## src/rtl/mem_lsu_pkg.sv

```systemverilog
// Shared definitions for the MEM-stage load/store unit.
// Bus/register widths, access size encodings and FSM state codes.
package mem_lsu_pkg;

    localparam int ADDR_WIDTH  = 32;
    localparam int DATA_WIDTH  = 32;
    localparam int RADDR_WIDTH = 5;
    localparam int RDATA_WIDTH = 32;

    // Access size encodings; 2'b11 is handled as a word access.
    localparam logic [1:0] LS_SIZE_B = 2'b00;
    localparam logic [1:0] LS_SIZE_H = 2'b01;
    localparam logic [1:0] LS_SIZE_W = 2'b10;

    typedef enum logic [1:0] {
        LSU_IDLE = 2'b00,
        LSU_WAIT = 2'b01,
        LSU_DONE = 2'b10
    } lsu_state_t;

endpackage

```

## src/rtl/mem_lsu_align.sv

```systemverilog
// Combinational data-path helpers for mem_lsu.
// Ports:
//   size, is_unsigned, addr_lo : access size, zero-extend flag, addr[1:0]
//   wdata                      : right-aligned store data
//   rword                      : captured read word
//   be                         : byte enables for the bus
//   wdata_lanes                : store data replicated across lanes
//   load_data                  : shifted and extended load result
//   misalign                   : access not naturally aligned
module mem_lsu_align
    import mem_lsu_pkg::*;
(
    input  logic [1:0]             size,
    input  logic                   is_unsigned,
    input  logic [1:0]             addr_lo,
    input  logic [DATA_WIDTH-1:0]  wdata,
    input  logic [DATA_WIDTH-1:0]  rword,
    output logic [3:0]             be,
    output logic [DATA_WIDTH-1:0]  wdata_lanes,
    output logic [RDATA_WIDTH-1:0] load_data,
    output logic                   misalign
);

    logic [DATA_WIDTH-1:0] shifted;

    always_comb begin
        // Bring the addressed byte/half down to bit 0.
        shifted     = rword >> {addr_lo, 3'b000};
        be          = 4'b1111;
        wdata_lanes = wdata;
        load_data   = shifted;
        misalign    = 1'b0;
        case (size)
            LS_SIZE_B: begin
                be          = 4'b0001 << addr_lo;
                wdata_lanes = {4{wdata[7:0]}};
                load_data   = {{24{~is_unsigned & shifted[7]}}, shifted[7:0]};
                misalign    = 1'b0;
            end
            LS_SIZE_H: begin
                be          = addr_lo[1] ? 4'b1100 : 4'b0011;
                wdata_lanes = {2{wdata[15:0]}};
                load_data   = {{16{~is_unsigned & shifted[15]}}, shifted[15:0]};
                misalign    = addr_lo[0];
            end
            default: begin
                be          = 4'b1111;
                wdata_lanes = wdata;
                load_data   = shifted;
                misalign    = |addr_lo;
            end
        endcase
    end

endmodule

```

## src/rtl/mem_lsu.sv

```systemverilog
// MEM-stage load/store unit. Non-memory instructions pass straight through;
// aligned loads/stores run a req/ack bus transaction (IDLE -> WAIT -> DONE)
// while holding the upstream pipeline, bounded by TIMEOUT wait cycles.
// Handshake: dbus_req_o is held high for every WAIT cycle; the access
// completes on the first cycle where dbus_ack_i is high, with dbus_rdata_i
// valid in that same cycle. ack is ignored outside WAIT.
// Ports:
//   clk_i, rst_i                       : clock, async active-high reset
//   ls_en_i, ls_we_i, ls_size_i,
//   ls_unsigned_i, addr_i, wdata_i     : memory op description from exe_mem
//   reg_w*_i / reg_w*_o                : writeback fields in / to mem_wb
//   stall_o, misalign_o, err_o         : pipeline hold, alignment fault, timeout pulse
//   dbus_*                             : data bus request side
//   state_o                            : current FSM state (debug)
module mem_lsu
    import mem_lsu_pkg::*;
#(
    parameter int TIMEOUT = 255
) (
    input  logic                   clk_i,
    input  logic                   rst_i,
    input  logic                   ls_en_i,
    input  logic                   ls_we_i,
    input  logic [1:0]             ls_size_i,
    input  logic                   ls_unsigned_i,
    input  logic [ADDR_WIDTH-1:0]  addr_i,
    input  logic [DATA_WIDTH-1:0]  wdata_i,
    input  logic [RADDR_WIDTH-1:0] reg_waddr_i,
    input  logic                   reg_we_i,
    input  logic [RDATA_WIDTH-1:0] reg_wdata_i,
    output logic [RADDR_WIDTH-1:0] reg_waddr_o,
    output logic                   reg_we_o,
    output logic [RDATA_WIDTH-1:0] reg_wdata_o,
    output logic                   stall_o,
    output logic                   misalign_o,
    output logic                   err_o,
    output logic                   dbus_req_o,
    output logic                   dbus_we_o,
    output logic [ADDR_WIDTH-1:0]  dbus_addr_o,
    output logic [3:0]             dbus_be_o,
    output logic [DATA_WIDTH-1:0]  dbus_wdata_o,
    input  logic                   dbus_ack_i,
    input  logic [DATA_WIDTH-1:0]  dbus_rdata_i,
    output logic [1:0]             state_o
);

    localparam int CNT_W = $clog2(TIMEOUT + 1);

    lsu_state_t            state;
    logic [CNT_W-1:0]      cnt;
    logic                  err_q;
    logic [DATA_WIDTH-1:0] rdata_q;

    logic [3:0]             be;
    logic [DATA_WIDTH-1:0]  wdata_lanes;
    logic [RDATA_WIDTH-1:0] load_data;
    logic                   misalign;
    logic                   timeout_hit;

    mem_lsu_align u_align (
        .size        (ls_size_i),
        .is_unsigned (ls_unsigned_i),
        .addr_lo     (addr_i[1:0]),
        .wdata       (wdata_i),
        .rword       (rdata_q),
        .be          (be),
        .wdata_lanes (wdata_lanes),
        .load_data   (load_data),
        .misalign    (misalign)
    );

    assign timeout_hit = (cnt == CNT_W'(TIMEOUT - 1));
    assign state_o     = state;

    always_ff @(posedge clk_i or posedge rst_i) begin
        if (rst_i) begin
            state   <= LSU_IDLE;
            cnt     <= '0;
            err_q   <= 1'b0;
            rdata_q <= '0;
        end else begin
            case (state)
                LSU_IDLE: begin
                    if (ls_en_i && !misalign) state <= LSU_WAIT;
                end
                LSU_WAIT: begin
                    cnt <= cnt + CNT_W'(1);
                    // ack beats timeout when both land in the last cycle.
                    if (dbus_ack_i) begin
                        rdata_q <= dbus_rdata_i;
                        state   <= LSU_DONE;
                    end else if (timeout_hit) begin
                        err_q <= 1'b1;
                        state <= LSU_DONE;
                    end
                end
                LSU_DONE: begin
                    cnt   <= '0;
                    err_q <= 1'b0;
                    state <= LSU_IDLE;
                end
                default: state <= LSU_IDLE;
            endcase
        end
    end

    // Outputs decode from state so that reset forces them low with no edge.
    always_comb begin
        reg_waddr_o  = '0;
        reg_we_o     = 1'b0;
        reg_wdata_o  = '0;
        stall_o      = 1'b0;
        misalign_o   = 1'b0;
        err_o        = 1'b0;
        dbus_req_o   = 1'b0;
        dbus_we_o    = 1'b0;
        dbus_addr_o  = '0;
        dbus_be_o    = '0;
        dbus_wdata_o = '0;
        if (!rst_i) begin
            case (state)
                LSU_IDLE: begin
                    reg_waddr_o = reg_waddr_i;
                    reg_wdata_o = reg_wdata_i;
                    reg_we_o    = reg_we_i & ~ls_en_i;
                    stall_o     = ls_en_i & ~misalign;
                    misalign_o  = ls_en_i & misalign;
                end
                LSU_WAIT: begin
                    reg_waddr_o  = reg_waddr_i;
                    reg_wdata_o  = reg_wdata_i;
                    stall_o      = 1'b1;
                    dbus_req_o   = 1'b1;
                    dbus_we_o    = ls_we_i;
                    dbus_addr_o  = {addr_i[ADDR_WIDTH-1:2], 2'b00};
                    dbus_be_o    = be;
                    dbus_wdata_o = wdata_lanes;
                end
                LSU_DONE: begin
                    reg_waddr_o = reg_waddr_i;
                    reg_wdata_o = load_data;
                    reg_we_o    = reg_we_i & ~ls_we_i & ~err_q;
                    err_o       = err_q;
                end
                default: ;
            endcase
        end
    end

endmodule

```

## config.mk

```make
export PLATFORM = sky130hd
export DESIGN_NAME = mem_lsu
export DESIGN_NICKNAME = d
export VERILOG_FILES = /design/src/rtl/mem_lsu_pkg.sv /design/src/rtl/mem_lsu_align.sv /design/src/rtl/mem_lsu.sv
export SDC_FILE = /design/constraint.sdc
export NUM_CORES = 1
export LEC_CHECK = 0
export CAP_MARGIN = 20
export CORE_ASPECT_RATIO = 0.8
export CORE_MARGIN = 8
export CORE_UTILIZATION = 36
export DETAILED_ROUTE_END_ITERATION = 6
export GPL_ROUTABILITY_DRIVEN = 0
export PLACE_DENSITY = 0.82
export SYNTH_ARGS = -nofsm -noshare
export SYNTH_HDL_FRONTEND = slang
export SYNTH_SLANG_ARGS = --single-unit
export TNS_END_PERCENT = 50
```

## constraint.sdc

```tcl
create_clock -name clk_i -period 6.6 [get_ports clk_i]
set_clock_uncertainty 0.15 [all_clocks]
set_input_delay 1.98 -clock clk_i [delete_from_list [all_inputs] [get_ports clk_i]]
set_output_delay 1.98 -clock clk_i [all_outputs]
set_load 0.05 [all_outputs]
```

Yosys cells after proc, flatten, opt, wreduce, memory -nomap -nowiden
Index checks and enable logic that the tools add are counted.
Widths: inputs -> output; s select.
Operators by class
  $add $sub $neg: 1
  multipliers: 0
  div/mod/pow operators: 0
  $lt $le $gt $ge: 0
  eq/ne operators: 8
  shift-type cells: 2
  muxes and demuxes: 35
  bitwise gates (word level): 12
  reductions and logical operators: 11
Operators with widths (count)
  $pmux 32 s2: 3
  $mux 32: 5
  $shr 32x5->32: 1
  $pmux 8 s2: 1
  $mux 1: 12
  $mux 4: 3
  $mux 5: 2
  $add 8x1->8 const B: 1
  $eq 8x8->1 const B: 1
  $pmux 1 s2: 4
  $pmux 4 s2: 1
  $and 1x1->1: 7
  $mux 2: 3
  $ne 2x2->1 const B: 3
  $not 1->1: 5
  $eq 2x1->1 const B: 2
  $logic_not 2->1: 2
  $pmux 2 s2: 1
  $reduce_and 2->1: 2
  $reduce_or 2->1: 2
  $shl 1x2->4 const A: 1
  $ne 3x3->1 const B: 1
  $reduce_and 3->1: 1
  $reduce_or 3->1: 1
  other kinds (4): 4
Word-level totals
  flip-flop bits (word level): 43
  latch bits: 0
  memory bits (writable): 0
  bits in read-only memories: 0
  input bits: 142
  output and inout bits: 113
  word-level logic and storage cells: 73
  memories kept: 0

Longest topological paths before layout
Gate-level depths: netlist of run 1.
  word-level depth: 6
  mapped depth: 8
  depth with buffers taken out: 6

Hierarchy
Synthesis of run 1 repeated with hierarchy kept, for this count alone.
Second synthesis, totals
  cells, all modules: 495
  area total of the unflattened synthesis: 4247.8 sq um
Modules (own cells, without submodules)
  mem_lsu: instances 1, cells each 318, area an instance 2977.9 sq um, sequential area each 1076.0 sq um
  mem_lsu_align: instances 1, cells each 177, area an instance 1270.0 sq um, sequential area each 0.0 sq um

Worst setup path before layout of run 1
No wires, ideal clock.
  path kind: input to output
  from: in rst_i
  to: out dbus_addr_o[22]
  arrival: 4183 ps
  data required time: 4470 ps
  path slack: 287 ps
  stages: 3
  path buffers: 1
  cells stage by stage: inv_1 clkbuf_1 and3_1
Between the ends
  word-level cells in the longest chain between the ends: 1
Ends and longest elaborated chain
  start, declared: line mem_lsu.sv:21  | input logic rst_i,
  $mux 32: line mem_lsu.sv:120  | if (!rst_i) begin
  end, declared: line mem_lsu.sv:39  | output logic [ADDR_WIDTH-1:0] dbus_addr_o,
No other way between the ends.

Final worst setup path of run 1
  from: in rst_i
  to: out reg_wdata_o[22]
Between the ends
  word-level cells in the longest chain between the ends: 1
Ends and longest elaborated chain
  $mux 32: line mem_lsu.sv:120
  end, declared: line mem_lsu.sv:33  | output logic [RDATA_WIDTH-1:0] reg_wdata_o,
No other way between the ends.

==> results.cfg, run 1 <==
[worst_setup_path]
crit_slowest_cell = nor3_2
end_kind = output port
cp-start-kind = input pin
path_cells = clkdlybuf4s50_1, nor2_1, nand2_1, nor3_2, a221o_1, buf_12
cp_max_fo = 11
critPathMaxStageDelay_ns = 0.62
worstSetupPathType = in -> out
crit_required_ns = 4.47
worstPathArrival_ns = 4.18

[finish]
mostFrequentLayoutCells = clkdlybuf4s50_1 (187), buf_12 (61), nor2_1 (45), dfrtp_1 (43), and3_1 (42)
final_common_cell = clkdlybuf4s50_1
instances_no_fill = 796
drive_gt1_share_pct = 21.8
syn_to_final_growth_pct = 91.9
final_nets = 804
n_antenna_cell = 0

[clocking]
clk_pin_slew_ns = 0.06
clock-root-buffer = clkbuf_16
cts_tree = built
cts_sinks = 43
cts-buffers-inserted = 5
cts_max_level = 2
cts_hold_buf = 0
clkLatencyLatePin_ns = 0.28
cts_buffer_depth = 2

[floorplan]
initial_core_util_pct = 36.5
die_y_um = 107
core_mm2 = 0.0101
die_area_mm2 = 0.0138
io-pin-count = 255
std_cell_rows = 33
die_x_um = 129

[global_route]
grt_start_max_net_pins = 45
antenna_found_initial = 0
grt_pass1_wl_um = 25000
gr-total-overflow = 0
grt_usage_pct = 23.0
grt_pass1_vias = 4380

[synth]
syn_avg_cell_area_um2 = 8.74
synth_cells = 422
syn_area_mm2 = 0.00369
synth_warnings = 0
ys_types = 38
ys_ff_latch = 43
ys_seq_area_share_pct = 29.2

[detailed_routing]
drt-total-wl_um = 16400
ant_nets = 0
drc = 0
routed_via_density = 5.36
drt_pre_antenna_iters = 4
via_count = 4269
wl_per_cell_um = 20.7
drtIter0Drc = 287

[power]
p_clk_share_pct = 9.4
total_power_mw = 2.56
p_sw_mw = 1.22
power_density_mw_per_mm2 = 361
internal_power_mw = 1.34
seqPwrFrac_pct = 20.2
pwr-share-comb_pct = 70.4
swShare_pct = 47.7
peakVddDrop_mv = 0.212
cellLeakagePower_nw = 3.01

[timing]
max_freq_mhz = 158
fin_crit_ns = 6.31
final-max-slew-violation-count = 0
hold_ws_ns = 0.360
setup-violations-final = 0
post-route-period-util_pct = 95.6
hold_viol = 0
setup_ws_ns = 0.288
tightest_slew_ns = 0.679
max-slew-margin-rel_pct = 54.7
fin_setup_tns_ns = 0
rsz0062_at_grt = false

[place]
numPortBuffers = 252
dpl_worst_slack_ns = 0.164
dp_cells = 787
dp_hpwl_um = 13400

[job]
cap_violations = 0

[run_status]
status = finished clean

[hold_path]
hold_path_class = reg -> reg
worst paths after layout:
kind                                         from                endpoint  slack [ns]  cells after the start
max reg2reg                state_o[1]$_DFFE_PP0P_  state_o[0]$_DFFE_PP0P_        4.37                      6
min                        rdata_q[2]$_DFFE_PP0P_  rdata_q[2]$_DFFE_PP0P_        0.36                      1
max in group asynchronous                   rst_i  rdata_q[3]$_DFFE_PP0P_        3.41                      3
max                                         rst_i         reg_wdata_o[22]        0.29                      6
min in group asynchronous                   rst_i  state_o[1]$_DFFE_PP0P_        2.53                      3
min reg2reg                rdata_q[2]$_DFFE_PP0P_  rdata_q[2]$_DFFE_PP0P_        0.36                      1
cell type report:
class | instances | area (µm²)
clock buffers | 6 | 129
clock inverters | 2 | 12.5
fillers | 751 | 3040
inverters | 12 | 45.0
multi-input cells | 329 | 2410
flip-flops and latches | 43 | 1080
well taps | 140 | 175
repair buffers | 264 | 3230
flip-flops by register name, indices dropped and copies added (netlist names):
name and flops:
cnt 8, err_q 1, rdata_q 32, state_o 2
metal layers:
metal	track usage, %	share of wire (%)	vias up
met5	0	0	-
met4	6.36	2.5	0
met3	6.70	8.2	28
met2	39.9	50	201
met1	27.0	39	2050
li1	-	-	1990
kinds of logic (layout without fill, tap and decap cells):
kind of cell	after synthesis	count (layout)	share of synthesized area, %
multiplexers	76	76	25.1
adder cells (fa/ha/maj)	7	7	2.37
AO/OA/AOI/OAI	92	92	15.9
other	1	2	0.102
flip-flops	43	43	29.2
AND/OR/NAND/NOR	150	150	20.7
buffers and inverters	51	284	6.14
XOR/XNOR	2	2	0.475
cell usage after synthesis (all sizes together):
cell type / instances / area (µm²)
nor2: 45 / 169
mux2: 41 / 462
nor4bb: 1 / 10.0
nand4: 1 / 6.26
a22o: 2 / 17.5
a22oi: 9 / 67.6
or2: 2 / 12.5
ha: 7 / 87.6
xnor2: 2 / 17.5
buf: 17 / 98.8
a21oi: 31 / 155
o31ai: 3 / 22.5
nand2: 34 / 128
o211ai: 1 / 7.51
a31o: 1 / 8.76
and2: 5 / 31.3
a221o: 16 / 160
nand3b: 9 / 67.6
or3: 1 / 6.26
inv: 12 / 45.0
clkbuf: 22 / 82.6
nand2b: 1 / 6.26
o21bai: 1 / 7.51
nor3b: 1 / 12.5
nand3: 5 / 25.0
and3: 42 / 263
nor3: 2 / 15.0
o21ai: 27 / 135
a31oi: 1 / 6.26
mux4: 9 / 203
nor4: 1 / 12.5
mux2i: 26 / 260
conb: 1 / 3.75
dfrtp: 43 / 1080
critical path: cells and delay by family:
family / cells / cell delay (ns)
AND/OR/NAND/NOR: 3 / 1.28
AO/OA/AOI/OAI: 1 / 0.31
buffers and inverters: 2 / 0.60
power groups by stage:
stage | clock network, mW | logic (mW) | registers [mW]
6_report | 0.241 | 1.80 | 0.517
4_1_cts | 0.243 | 1.79 | 0.514
3_3_place_gp | 0 | 1.74 | 0.502
5_1_grt | 0.258 | 1.90 | 0.534
3_5_place_dp | 0 | 1.78 | 0.517
2_1_floorplan | 0 | 1.05 | 0.486
per-stage QoR:
stage | utilization, % | instance area [µm²]
finish | 70.0 | 7080
global route | 70.0 | 7080
CTS | 69.6 | 7040
detailed placement | 68.2 | 6900
global placement | 68.2 | 6900
floorplan | - | 3690
repair_timing:
action	CTS	global route
resized for setup	0	1
setup endpoints to repair	0	8
buffers inserted	0	0
No activity file was read; power rests on OpenSTA's default activity.
==> run 2, diff against run 1 <==
clock period = 7.02 ns   (was 6.6 ns; I/O delays follow)
==> run 2 against run 1 <==
  * Setup slack better by 0.24 ns
  * Largest power group unchanged
  * Utilization shrank 1.4 points
  * Cell area shrank 2.0%
  * Clock power grew 9.1%
  * Sequential power decreased by 6.0%
  * Critical path type unchanged
  * Die area unchanged
  * Sequential cell count did not move
  * Count of clock-buffer cells in the layout shrank 1
==> results.cfg, run 2 (synthesis gave the netlist of run 1 again) <==
[clocking]
cts_hold_buf = 0
cts_buffer_depth = 2
clk_pin_slew_ns = 0.06
clkLatencyLatePin_ns = 0.29
cts-buffers-inserted = 5
cts_sinks = 43
post_cts_buffers = 0
cts_max_level = 2
cts_tree = built
ctsResizeCount = 0
clock-root-buffer = clkbuf_16

[floorplan]
die_area_mm2 = 0.0138
std_cell_rows = 33
core_mm2 = 0.0101
io-pin-count = 255
initial_core_util_pct = 36.5
die_x_um = 129
die_y_um = 107

[detailed_routing]
wl_per_cell_um = 20.8
drt_pre_antenna_iters = 5
via_count = 4273
drc = 0
ant_nets = 0
drt-total-wl_um = 16500
drtIter0Drc = 282
routed_via_density = 5.37

[timing]
fin_crit_ns = 6.50
final-max-slew-violation-count = 0
fin_setup_tns_ns = 0
tightest_slew_ns = 0.737
rsz0062_at_grt = false
post-route-period-util_pct = 92.5
setup_ws_ns = 0.523
max-slew-margin-rel_pct = 50.9
max_freq_mhz = 154
setup-violations-final = 0
hold_viol = 0

[worst_setup_path]
worstPathArrival_ns = 4.24
worstSetupPathType = in -> out
crit_required_ns = 4.76
cp-start-kind = input pin
end_kind = output port
cp_max_fo = 16

[finish]
syn_to_final_growth_pct = 88.1
mostFrequentLayoutCells = clkdlybuf4s50_1 (188), buf_12 (48), nor2_1 (45), dfrtp_1 (43), and3_1 (42)
drive_gt1_share_pct = 21.8
fillers = 788
final_util_pct = 68.6
final_common_cell = clkdlybuf4s50_1
top_register = rdata_q
n_antenna_cell = 0
final_nets = 805
largest_register_ffs = 32
final_area_mm2 = 0.00694
instances_no_fill = 796

[global_route]
grt_start_max_net_pins = 45
antenna_found_initial = 0
grt.busiest_layer = met2
grt_pass1_wl_um = 24700
grt_usage_pct = 22.7
grt_util_met3_pct = 6.10
gr-total-overflow = 0
met1_usage_pct = 27.6
grt_pass1_vias = 4318
grtUsageMet2_pct = 39.1

[place]
dp_cells = 788
dpl_worst_slack_ns = 0.540
numPortBuffers = 252
dpl_cell_area_mm2 = 0.00675
dp_hpwl_um = 13100

[job]
cap_violations = 0

[hold_path]
hold_path_class = reg -> reg

[run_status]
status = finished clean

[power]
peakVddDrop_mv = 0.203
cellLeakagePower_nw = 2.99
power_density_mw_per_mm2 = 347
-- run 2: cell type report --
type | count | area (µm²) | area share (%)
Sequential cell | 43 | 1080 | 15.5
Clock inverter | 2 | 37.5 | 0.541
Timing Repair Buffer | 265 | 3080 | 44.4
Clock buffer | 5 | 125 | 1.80
Inverter | 12 | 45.0 | 0.649
Tap cell | 140 | 175 | 2.53
Multi-Input combinational cell | 329 | 2400 | 34.6
-- run 2: path summary, 6_finish.rpt --
check	to	slack, ns	start	depth (start not counted)
min reg2reg	rdata_q[2]$_DFFE_PP0P_	0.37	rdata_q[2]$_DFFE_PP0P_	1
min	rdata_q[2]$_DFFE_PP0P_	0.37	rdata_q[2]$_DFFE_PP0P_	1
max in group asynchronous	rdata_q[30]$_DFFE_PP0P_	3.69	rst_i	3
max reg2reg	rdata_q[15]$_DFFE_PP0P_	4.89	state_o[1]$_DFFE_PP0P_	6
max	reg_wdata_o[18]	0.52	rst_i	7
min in group asynchronous	cnt[5]$_DFFE_PP0P_	2.66	rst_i	3
-- run 2: layer usage --
layer	share of wire [%]	routed length [µm]
met5	0	0
met3	8.7	1440
met2	50	8270
met1	40	6570
met4	1.5	252
-- run 2: through the flow --
stage,hold WS [ns],total power [mW]
2_1_floorplan,0.325,1.44
3_3_place_gp,0.336,2.08
3_5_place_dp,0.346,2.12
4_1_cts,0.365,2.39
5_1_grt,0.384,2.52
6_report,0.366,2.41
-- run 2: power by group --
group	internal [mW]	total (mW)	switching [mW]
clock network	0.166	0.263	0.0967
logic	0.738	1.66	0.922
registers	0.362	0.486	0.124
total	1.27	2.41	1.14
-- run 2: critical path, stage by stage --
cell             delay (ns)
clkdlybuf4s50_1        0.45
nor2_1                 0.34
nand2_1                0.33
nor4bb_2               0.38
buf_4                  0.27
a221o_1                0.20
buf_12                 0.15
==> run 3, diff against run 2 <==
CORE_UTILIZATION = 33   (was 36)
PLACE_DENSITY = 0.79   (was 0.82)
clock period = 5.9 ns   (was 7.02 ns; I/O delays follow)
==> run 3 against run 2 <==
  * Setup slack got worse by 0.35 ns
  * Clock power rose by 8.7%
  * Final cell count rose by 1.4%
  * Critical endpoint is now reg_wdata_o[19]
  * Highest routed layer unchanged
  * Die area rose by 7.8%
  * Wire length rose by 0.21%
  * Register-to-register slack got worse by 1.2 ns
  * Utilization fell by 3.8 points
  * Sequential cell count did not move
  * Total power rose by 18%
==> results.cfg, run 3 (synthesis gave the netlist of run 1 again) <==
[clocking]
ctsResizeCount = 0
cts_tree = built
cts-buffers-inserted = 5
post_cts_buffers = 0
clkLatencyLatePin_ns = 0.28
cts_max_level = 2
clock-root-buffer = clkbuf_16
cts_sinks = 43
cts_buffer_depth = 2
cts_hold_buf = 0
clk_pin_slew_ns = 0.06

[finish]
mostFrequentLayoutCells = clkdlybuf4s50_1 (147), buf_12 (63), buf_4 (60), nor2_1 (45), dfrtp_1 (43)
drive_gt1_share_pct = 28.8
regArea_mm2 = 0.00108
multi_input_area_mm2 = 0.00241
final_nets = 811
largest_register_ffs = 32
top_register = rdata_q
final_util_pct = 64.8
n_antenna_cell = 0
syn_to_final_growth_pct = 91.2
instances_no_fill = 807
final_common_cell = clkdlybuf4s50_1
fillers = 867

[place]
dp_hpwl_um = 13700
numPortBuffers = 252
dp_cells = 799

[power]
peakVddDrop_mv = 0.255
power_density_mw_per_mm2 = 404
cellLeakagePower_nw = 3.14
total_power_mw = 2.85

[timing]
hold_viol = 0
max-slew-margin-rel_pct = 52.9
final-max-slew-violation-count = 0
hold_ws_ns = 0.359
setup-violations-final = 0
fin_crit_ns = 5.72
max_freq_mhz = 175
post-route-period-util_pct = 97.0
tightest_slew_ns = 0.707
fin_setup_tns_ns = 0
rsz0062_at_grt = false

[detailed_routing]
via_count = 4248
ant_nets = 0
drt_pre_antenna_iters = 5
drc = 0
drtIter0Drc = 208
routed_via_density = 5.26
wl_per_cell_um = 20.5
drt-total-wl_um = 16600

[job]
cap_violations = 0

[worst_setup_path]
end_kind = output port
cp-start-kind = input pin
worstPathArrival_ns = 3.80
crit_required_ns = 3.98
worstSetupPathType = in -> out
cp_max_fo = 16

[global_route]
grtUsageMet2_pct = 37.7
antenna_found_initial = 0
grt.busiest_layer = met2
grt_pass1_vias = 4359
gr-total-overflow = 0
grt_usage_pct = 21.4
grt_util_met3_pct = 6.70
met1_usage_pct = 24.8
grt_start_max_net_pins = 43
grt_pass1_wl_um = 25400

[floorplan]
die_y_um = 111
core_mm2 = 0.0109
initial_core_util_pct = 33.9
io-pin-count = 255
die_x_um = 134
die_area_mm2 = 0.0148
std_cell_rows = 34

[run_status]
status = finished clean

[hold_path]
hold_path_class = reg -> reg
## run 3: cell types whose count changed in the layout (fill, tap and decap cells not counted)
| cell | before | now |
|---|---|---|
| bufinv_16 | 1 | 0 |
| clkinv_4 | 0 | 1 |
| clkdlybuf4s50_1 | 188 | 147 |
| nor4_4 | 0 | 1 |
| nor4_2 | 1 | 0 |
| buf_16 | 1 | 0 |
| clkbuf_8 | 0 | 1 |
| buf_12 | 48 | 63 |
| buf_4 | 27 | 60 |
## run 3: worst max-delay path, cell delays in order
cell and delay, ns:
clkdlybuf4s50_1 0.50, buf_4 0.26, mux2i_1 0.12, o211ai_1 0.19, nor4bb_2 0.31, buf_4 0.27
a221o_1 0.22, buf_12 0.16
## run 3: final timing paths
check	from	endpoint	slack [ns]	depth (start not counted)
worst min register to register	rdata_q[6]$_DFFE_PP0P_	rdata_q[6]$_DFFE_PP0P_	0.36	1
worst max register to register	state_o[1]$_DFFE_PP0P_	state_o[0]$_DFFE_PP0P_	3.66	6
worst min-delay path	rdata_q[6]$_DFFE_PP0P_	rdata_q[6]$_DFFE_PP0P_	0.36	1
worst max-delay path	ls_size_i[0]	reg_wdata_o[19]	0.18	8
min in group asynchronous	rst_i	err_q$_DFFE_PP0P_	1.84	3
max in group asynchronous	rst_i	rdata_q[7]$_DFFE_PP0P_	3.28	3
## run 3: layout make-up
class                           instances  area share (%)
Timing Repair Buffer                  271            45.2
Multi-Input combinational cell        329            34.1
Sequential cell                        43            15.3
Tap cell                              144            2.55
Clock buffer                            6            1.97
Inverter                               12           0.639
Clock inverter                          2           0.231
## run 3: through the flow
| stage | setup WS (ns) | instance area (µm²) |
|---|---|---|
| after floorplan | 0.00660 | 3690 |
| after global placement | 0.189 | 6890 |
| after detailed placement | 0.0718 | 6890 |
| after CTS | 0.0454 | 7040 |
| after global routing | 0.0711 | 7050 |
| final | 0.176 | 7050 |
## run 3: power by group
part,switching (mW),internal [mW]
Sequential,0.150,0.431
Combinational,1.09,0.892
Clock,0.116,0.169
## run 3: metal layers
layer  part of all wire [%]  vias to the layer above
met3                    9.1                       15
met1                     39                     2040
met4                    1.5                        0
met2                     50                      186
li1                       -                     2007
met5                      0                        -
